### config.mk
export PLATFORM = sky130hd
export DESIGN_NAME = psg_attr_ram
export DESIGN_NICKNAME = d
export VERILOG_FILES = /design/src/rtl/psg_attr_ram_pkg.sv /design/src/rtl/psg_attr_ram_mem.sv /design/src/rtl/psg_attr_ram.sv
export SDC_FILE = /design/constraint.sdc
export NUM_CORES = 1
export LEC_CHECK = 0
export ABC_AREA = 1
export CORE_MARGIN = 2
export CORE_UTILIZATION = 55
export DETAILED_ROUTE_END_ITERATION = 10
export PLACE_DENSITY_LB_ADDON = 0.3
export SYNTH_ARGS = -nofsm -noshare
export SYNTH_HDL_FRONTEND = slang
export SYNTH_HIERARCHICAL = 1
export SYNTH_SLANG_ARGS = --single-unit
### constraint.sdc
create_clock -name clk_i -period 3.1 [get_ports clk_i]
set_input_delay 0.93 -clock clk_i [delete_from_list [all_inputs] [get_ports clk_i]]
set_output_delay 0.93 -clock clk_i [all_outputs]
set_load 0.02 [all_outputs]
### src/rtl/psg_attr_ram_pkg.sv
// Shared PSG audio types: attribute-store FSM states and the legality rules
// for its size parameters.
package psg_attr_ram_pkg;

  typedef enum logic [1:0] {
    ST_CLEAR = 2'd0,
    ST_IDLE  = 2'd1,
    ST_SCAN  = 2'd2
  } attr_state_e;

  function automatic bit num_ch_legal(int num_ch);
    return (num_ch >= 32'sd2) && (num_ch <= 32'sd64);
  endfunction

  function automatic bit bytes_per_ch_legal(int bytes);
    return (bytes >= 32'sd1) && (bytes <= 32'sd8) &&
           ((bytes & (bytes - 32'sd1)) == 32'sd0);
  endfunction

endpackage

### src/rtl/psg_attr_ram_mem.sv
// Channel attribute array: byte-lane write, registered read-before-write.
// Deliberately reset-free so it maps onto block RAM.
module psg_attr_mem
  import psg_attr_ram_pkg::*;
#(
  parameter int NUM_CH       = 16,
  parameter int BYTES_PER_CH = 4,
  parameter int CH_W         = $clog2(NUM_CH),
  parameter int DATA_W       = 8 * BYTES_PER_CH
) (
  input  logic                    clk,
  input  logic [BYTES_PER_CH-1:0] we,
  input  logic [CH_W-1:0]         waddr,
  input  logic [DATA_W-1:0]       wdata,
  input  logic                    re,
  input  logic [CH_W-1:0]         raddr,
  output logic [DATA_W-1:0]       rdata
);

  logic [DATA_W-1:0] mem_r [NUM_CH];
  logic [DATA_W-1:0] rdata_r;

  // Byte-lane writes and the registered read port
  always_ff @(posedge clk) begin
    for (int b = 0; b < BYTES_PER_CH; b++) begin
      if (we[b]) begin
        mem_r[waddr][8*b +: 8] <= wdata[8*b +: 8];
      end
    end
    if (re) begin
      rdata_r <= mem_r[raddr];
    end
  end

  assign rdata = rdata_r;

endmodule

### src/rtl/psg_attr_ram.sv
// PSG per-channel attribute store: CPU byte writes, random word reads, a
// sequencer-triggered channel scan, and a self-clearing sequence.
module psg_attr_ram
  import psg_attr_ram_pkg::*;
#(
  parameter  int NUM_CH       = 16,
  parameter  int BYTES_PER_CH = 4,
  localparam int CH_W         = $clog2(NUM_CH),
  localparam int LANE_W       = $clog2(BYTES_PER_CH),
  localparam int ADDR_W       = CH_W + LANE_W,
  localparam int DATA_W       = 8 * BYTES_PER_CH
) (
  input  logic              clk_i,
  input  logic              rst_n_i,
  input  logic              clear_i,
  input  logic              wr_en_i,
  input  logic [ADDR_W-1:0] wr_addr_i,
  input  logic [7:0]        wr_data_i,
  input  logic              rd_en_i,
  input  logic [CH_W-1:0]   rd_addr_i,
  output logic [DATA_W-1:0] rd_data_o,
  output logic              rd_valid_o,
  input  logic              scan_start_i,
  output logic              scan_valid_o,
  output logic [CH_W-1:0]   scan_ch_o,
  output logic [DATA_W-1:0] scan_data_o,
  output logic              scan_last_o,
  output logic              busy_o
);

  if (!num_ch_legal(NUM_CH) || !bytes_per_ch_legal(BYTES_PER_CH)) begin : g_param_chk
    $error("psg_attr_ram: NUM_CH must be 2..64, BYTES_PER_CH a power of two 1..8");
  end

  localparam int              LANE_SEL_W = (LANE_W > 0) ? LANE_W : 1;
  localparam logic [CH_W-1:0] LAST_CH    = CH_W'(NUM_CH - 1);
  localparam logic [CH_W:0]   NUM_CH_X   = (CH_W + 1)'(NUM_CH);

  attr_state_e state_r, state_nxt_s;
  logic [CH_W-1:0]         clr_cnt_r, clr_cnt_nxt_s;
  logic [CH_W-1:0]         scan_cnt_r, scan_cnt_nxt_s;

  logic [CH_W-1:0]         wr_ch_s;
  logic [LANE_SEL_W-1:0]   wr_lane_s;
  logic [BYTES_PER_CH-1:0] wr_be_s;
  logic                    wr_ch_ok_s;
  logic                    rd_ch_ok_s;

  logic [BYTES_PER_CH-1:0] mem_we_s;
  logic [CH_W-1:0]         mem_waddr_s;
  logic [DATA_W-1:0]       mem_wdata_s;
  logic                    mem_re_s;
  logic [CH_W-1:0]         mem_raddr_s;
  logic [DATA_W-1:0]       mem_rdata_s;
  logic                    rd_win_s;
  logic                    scan_issue_s;
  logic                    scan_keep_s;

  logic                    rd_valid_r;
  logic                    rd_oor_r;
  logic [DATA_W-1:0]       rd_hold_r;
  logic [DATA_W-1:0]       rd_data_s;
  logic                    scan_valid_r;
  logic                    scan_last_r;
  logic [CH_W-1:0]         scan_ch_r;

  assign wr_ch_s = wr_addr_i[ADDR_W-1:LANE_W];
  if (LANE_W > 0) begin : g_lane
    assign wr_lane_s = wr_addr_i[LANE_SEL_W-1:0];
  end else begin : g_no_lane
    assign wr_lane_s = 1'b0;
  end

  assign wr_be_s    = BYTES_PER_CH'(1'b1) << wr_lane_s;
  assign wr_ch_ok_s = ({1'b0, wr_ch_s} < NUM_CH_X);
  assign rd_ch_ok_s = ({1'b0, rd_addr_i} < NUM_CH_X);

  // FSM state and counters
  always_ff @(posedge clk_i) begin
    if (!rst_n_i) begin
      state_r    <= ST_CLEAR;
      clr_cnt_r  <= {CH_W{1'b0}};
      scan_cnt_r <= {CH_W{1'b0}};
    end else begin
      state_r    <= state_nxt_s;
      clr_cnt_r  <= clr_cnt_nxt_s;
      scan_cnt_r <= scan_cnt_nxt_s;
    end
  end

  // Next-state logic; clear_i overrides every state
  always_comb begin
    state_nxt_s    = state_r;
    clr_cnt_nxt_s  = clr_cnt_r;
    scan_cnt_nxt_s = scan_cnt_r;
    if (clear_i) begin
      state_nxt_s   = ST_CLEAR;
      clr_cnt_nxt_s = {CH_W{1'b0}};
    end else begin
      case (state_r)
        ST_CLEAR: begin
          if (clr_cnt_r == LAST_CH) begin
            state_nxt_s = ST_IDLE;
          end else begin
            clr_cnt_nxt_s = clr_cnt_r + CH_W'(1);
          end
        end
        ST_IDLE: begin
          if (scan_start_i) begin
            state_nxt_s    = ST_SCAN;
            scan_cnt_nxt_s = {CH_W{1'b0}};
          end else begin
            state_nxt_s = ST_IDLE;
          end
        end
        ST_SCAN: begin
          if (scan_issue_s && (scan_cnt_r == LAST_CH)) begin
            state_nxt_s = ST_IDLE;
          end else if (scan_issue_s) begin
            scan_cnt_nxt_s = scan_cnt_r + CH_W'(1);
          end else begin
            state_nxt_s = ST_SCAN;
          end
        end
        default: begin
          state_nxt_s   = ST_CLEAR;
          clr_cnt_nxt_s = {CH_W{1'b0}};
        end
      endcase
    end
  end

  // Memory port control: clear writes, CPU writes, read arbitration
  always_comb begin
    mem_we_s     = {BYTES_PER_CH{1'b0}};
    mem_waddr_s  = wr_ch_s;
    mem_wdata_s  = {BYTES_PER_CH{wr_data_i}};
    mem_re_s     = 1'b0;
    mem_raddr_s  = scan_cnt_r;
    rd_win_s     = 1'b0;
    scan_issue_s = 1'b0;
    case (state_r)
      ST_CLEAR: begin
        mem_we_s    = {BYTES_PER_CH{1'b1}};
        mem_waddr_s = clr_cnt_r;
        mem_wdata_s = {DATA_W{1'b0}};
      end
      ST_IDLE, ST_SCAN: begin
        if (wr_en_i && wr_ch_ok_s) begin
          mem_we_s = wr_be_s;
        end else begin
          mem_we_s = {BYTES_PER_CH{1'b0}};
        end
        // Random reads win the port; the scan stalls for that cycle
        if (rd_en_i) begin
          rd_win_s    = 1'b1;
          mem_re_s    = rd_ch_ok_s;
          mem_raddr_s = rd_addr_i;
        end else if (state_r == ST_SCAN) begin
          scan_issue_s = 1'b1;
          mem_re_s     = 1'b1;
        end else begin
          mem_re_s = 1'b0;
        end
      end
      default: begin
        mem_we_s = {BYTES_PER_CH{1'b0}};
      end
    endcase
  end

  assign scan_keep_s = scan_issue_s && !clear_i;

  // Output flags, scan channel tag and held random-read data
  always_ff @(posedge clk_i) begin
    if (!rst_n_i) begin
      rd_valid_r   <= 1'b0;
      rd_oor_r     <= 1'b0;
      rd_hold_r    <= {DATA_W{1'b0}};
      scan_valid_r <= 1'b0;
      scan_last_r  <= 1'b0;
      scan_ch_r    <= {CH_W{1'b0}};
    end else begin
      rd_valid_r   <= rd_win_s;
      scan_valid_r <= scan_keep_s;
      scan_last_r  <= scan_keep_s && (scan_cnt_r == LAST_CH);
      if (rd_win_s) begin
        rd_oor_r <= !rd_ch_ok_s;
      end
      if (rd_valid_r) begin
        rd_hold_r <= rd_data_s;
      end
      if (scan_keep_s) begin
        scan_ch_r <= scan_cnt_r;
      end
    end
  end

  psg_attr_mem #(
    .NUM_CH      (NUM_CH),
    .BYTES_PER_CH(BYTES_PER_CH),
    .CH_W        (CH_W),
    .DATA_W      (DATA_W)
  ) u_mem (
    .clk  (clk_i),
    .we   (mem_we_s),
    .waddr(mem_waddr_s),
    .wdata(mem_wdata_s),
    .re   (mem_re_s),
    .raddr(mem_raddr_s),
    .rdata(mem_rdata_s)
  );

  assign rd_data_s    = rd_oor_r ? {DATA_W{1'b0}} : mem_rdata_s;
  assign rd_data_o    = rd_valid_r ? rd_data_s : rd_hold_r;
  assign rd_valid_o   = rd_valid_r;
  assign scan_valid_o = scan_valid_r;
  assign scan_ch_o    = scan_ch_r;
  assign scan_last_o  = scan_last_r;
  assign scan_data_o  = scan_valid_r ? mem_rdata_s : {DATA_W{1'b0}};
  // Busy is low while reset is held so every output reads 0 in reset
  assign busy_o       = rst_n_i && (state_r != ST_IDLE);

endmodule

==> key figures <==
Outcome
  • Status: completed

STA
  • Worst Tran Pin Value: 1.017 ns
  • Max-slew violations: 0
  • Setup TNS: 0 ns
  • Final setup viols: 0
  • Fin Hold WS: 0.4670 ns
  • Fmax: 0.3353 GHz
  • Slew headroom: 32.20%
  • Endpoints failing hold: 0
  • RSZ-0062 raised after global routing: yes
  • Period utilization: 96.20%
  • Skew final: 0.01974 ns
  • Fin crit period: 2.982 ns

Min path
  • Class of the worst hold path: reg -> reg
  • Hold path depth: 2

Floorplanning
  • I/O Pins: 96
  • Die Width: 221.1 um
  • Starting Density: 55.69%
  • Number of core rows: 79
  • Die Area: 48,890 um^2
  • Die outline height: 221.1 um
  • Core Area: 46,560 um^2

CTS
  • Gates resized, CTS repair: 1
  • Post-CTS setup-driven buffer insertion count: 0
  • CTS tree: built
  • Clk_lat worst skew: 0.62 ns
  • CTS buffer count: 58
  • Clock buffer depth: 3
  • Sink Count: 593
  • Depth of the CTS H-tree: 2
  • Clk root buf: clkbuf_16
  • Worst-path clk slew: 0.06 ns
  • Post-CTS Hold Buffers: 0

Final layout
  • Layout cells sized above 1: 9.284%
  • Final core occ: 65.22%
  • Most frequent cells in the layout: 858 x nand2_1, 544 x edfxtp_1, 454 x inv_1
  • Diodes inserted: 0
  • Final net count: 2,810
  • Area grow syn2layout: 17.11%
  • Commonest non-fill, non-tap cell in the layout: nand2_1
  • Layout Cells excl Fill: 3,429
  • Filler instances: 3,426

Setup path
  • WP depth: 4
  • WS Path Type: reg -> out
  • Slowest stage delay, CP: 0.62 ns
  • Slowest stage cell on the critical path: clkdlybuf4s50_1
  • Arrival @ worst endpoint: 2.05 ns
  • Worst Path Max Fanout: 33
  • CP Data Required Time: 2.17 ns
  • CP Launch Type: register
  • Most frequent CP cell: nand2_1
  • Buf+Inv Stages, Crit Path: 2
  • Critical Path End Type: output port
  • Worst r2r path cells: 10
  • Crit path cell chain: buf_6 > nand2_1 > nand2_1 > clkdlybuf4s50_1
  • Cell family with most CP delay: buffers and inverters

Route
  • Drt total wl: 64,610 um
  • DR vias/cell: 5.444
  • Initial DRT Pass Iterations: 5
  • DRC Markers: 0
  • Routed length per instance: 18.84 um
  • DRT iter0 DRCs: 2,101
  • Vias: 18,666
  • Routed Antenna Nets: 0

Synthesis
  • Syn Nets: 2,639
  • Yosys reg bits: 593
  • YS warnings: 6
  • Mapped Area: 25,930 um^2
  • Mapped Avg Cell Area: 9.938 um^2
  • Post-Syn Instances: 2,609
  • Yosys cell types: 27
  • Seq/Total Area, Yosys: 66.79%

GRT
  • GR Overflow Total: 0
  • Initial antenna violation count: 0
  • Vias in the first global route: 18,011
  • First-pass GRT wire length: 101,000 um
  • Total track usage: 26.48%
  • Largest net degree at the start of global routing: 75

Power
  • Leakage: 0.01340 uW
  • Power Dens Cells: 529.7 nW/um^2
  • Peak supply drop: 0.5552 mV
  • Power Total: 16,080 uW

Placed design
  • Gpl congestion: 0.8823
  • Detailed Place HPWL: 39,340 um
  • Port Buffers: 95
  • Cell Count Post-Placement: 3,327

Job
  • Max_cap viols: 0
[tightest hold or removal path, stage by stage, from the launching register on]
cell	delay (ns)
dfxtp_1	0.30
nand2_1	0.07
a21oi_1	0.06
[cell usage after synthesis (all sizes together)]
cell | n | share of area [%]
ha | 6 | 0.29
nand2 | 861 | 13
inv | 459 | 6.7
nand4 | 5 | 0.12
edfxtp | 544 | 63
buf | 102 | 2.7
nand3 | 396 | 7.7
clkbuf | 25 | 0.36
o21ai | 9 | 0.19
nor3b | 1 | 0.029
nor2 | 98 | 1.5
mux2 | 2 | 0.087
a21oi | 52 | 1.0
dfxtp | 49 | 3.8
[metrics by stage]
stage	setup slack, ns	instance area, um^2
2_1_floorplan	0.1249	25930
3_3_place_gp	-0.2031	28440
3_5_place_dp	-0.2971	28440
4_1_cts	0.002891	30360
5_1_grt	-0.01355	30360
6_report	0.1177	30360
[registers in the layout, summed over array words and instances, names as in the netlist]
signal,flops
u_mem/rdata,32
scan_cnt_r,4
clr_cnt_r,4
scan_ch_o,4
u_mem/mem_r,512
scan_last_o,1
state_r,2
rd_hold_r,32
rd_valid_o,1
scan_valid_o,1
[final timing paths]
| path | from | end | slack [ns] |
|---|---|---|---|
| setup / recovery | rd_valid_o | rd_data_o[3] | 0.12 |
| hold / removal | rd_hold_r[2] | rd_hold_r[2] | 0.47 |
| setup reg to reg | state_r[0] | u_mem/rdata[17] | 0.24 |
| hold reg to reg | rd_hold_r[2] | rd_hold_r[2] | 0.47 |
[cells by family after synthesis]
kind of cell,synth area share (%)
AOI/OAI and AO/OA,1.235
adders and majority gates,0.2895
buffers and inverters,9.748
DFF,66.79
muxes,0.08686
and+or+nand+nor,21.85
[area by class of cell]
type                    instances  area (um^2)  share of cell area (%)
clock inverters                36        410.4                   1.352
clock buffers                  66         1503                   4.949
inverters                     459         1729                   5.695
well taps                     607        759.5                   2.501
repair buffers                238         2460                   8.102
flip-flops and latches        593        17320                   57.03
multi-input cells            1430         6185                   20.37
[report_power, final]
part / switching (uW) / internal, uW
clock: 2950 / 4200
combinational: 146 / 90.6
sequential: 14.8 / 8680
total: 3110 / 13000
[layer usage]
layer	vias up	share of wire, %	GRT usage (%)
li1	8695	-	-
met1	8906	41	36.73
met2	931	47	42.48
met3	134	8.9	4.860
met4	0	3.0	8.941
met5	-	0	0
No activity file was read; power rests on OpenSTA's default activity.
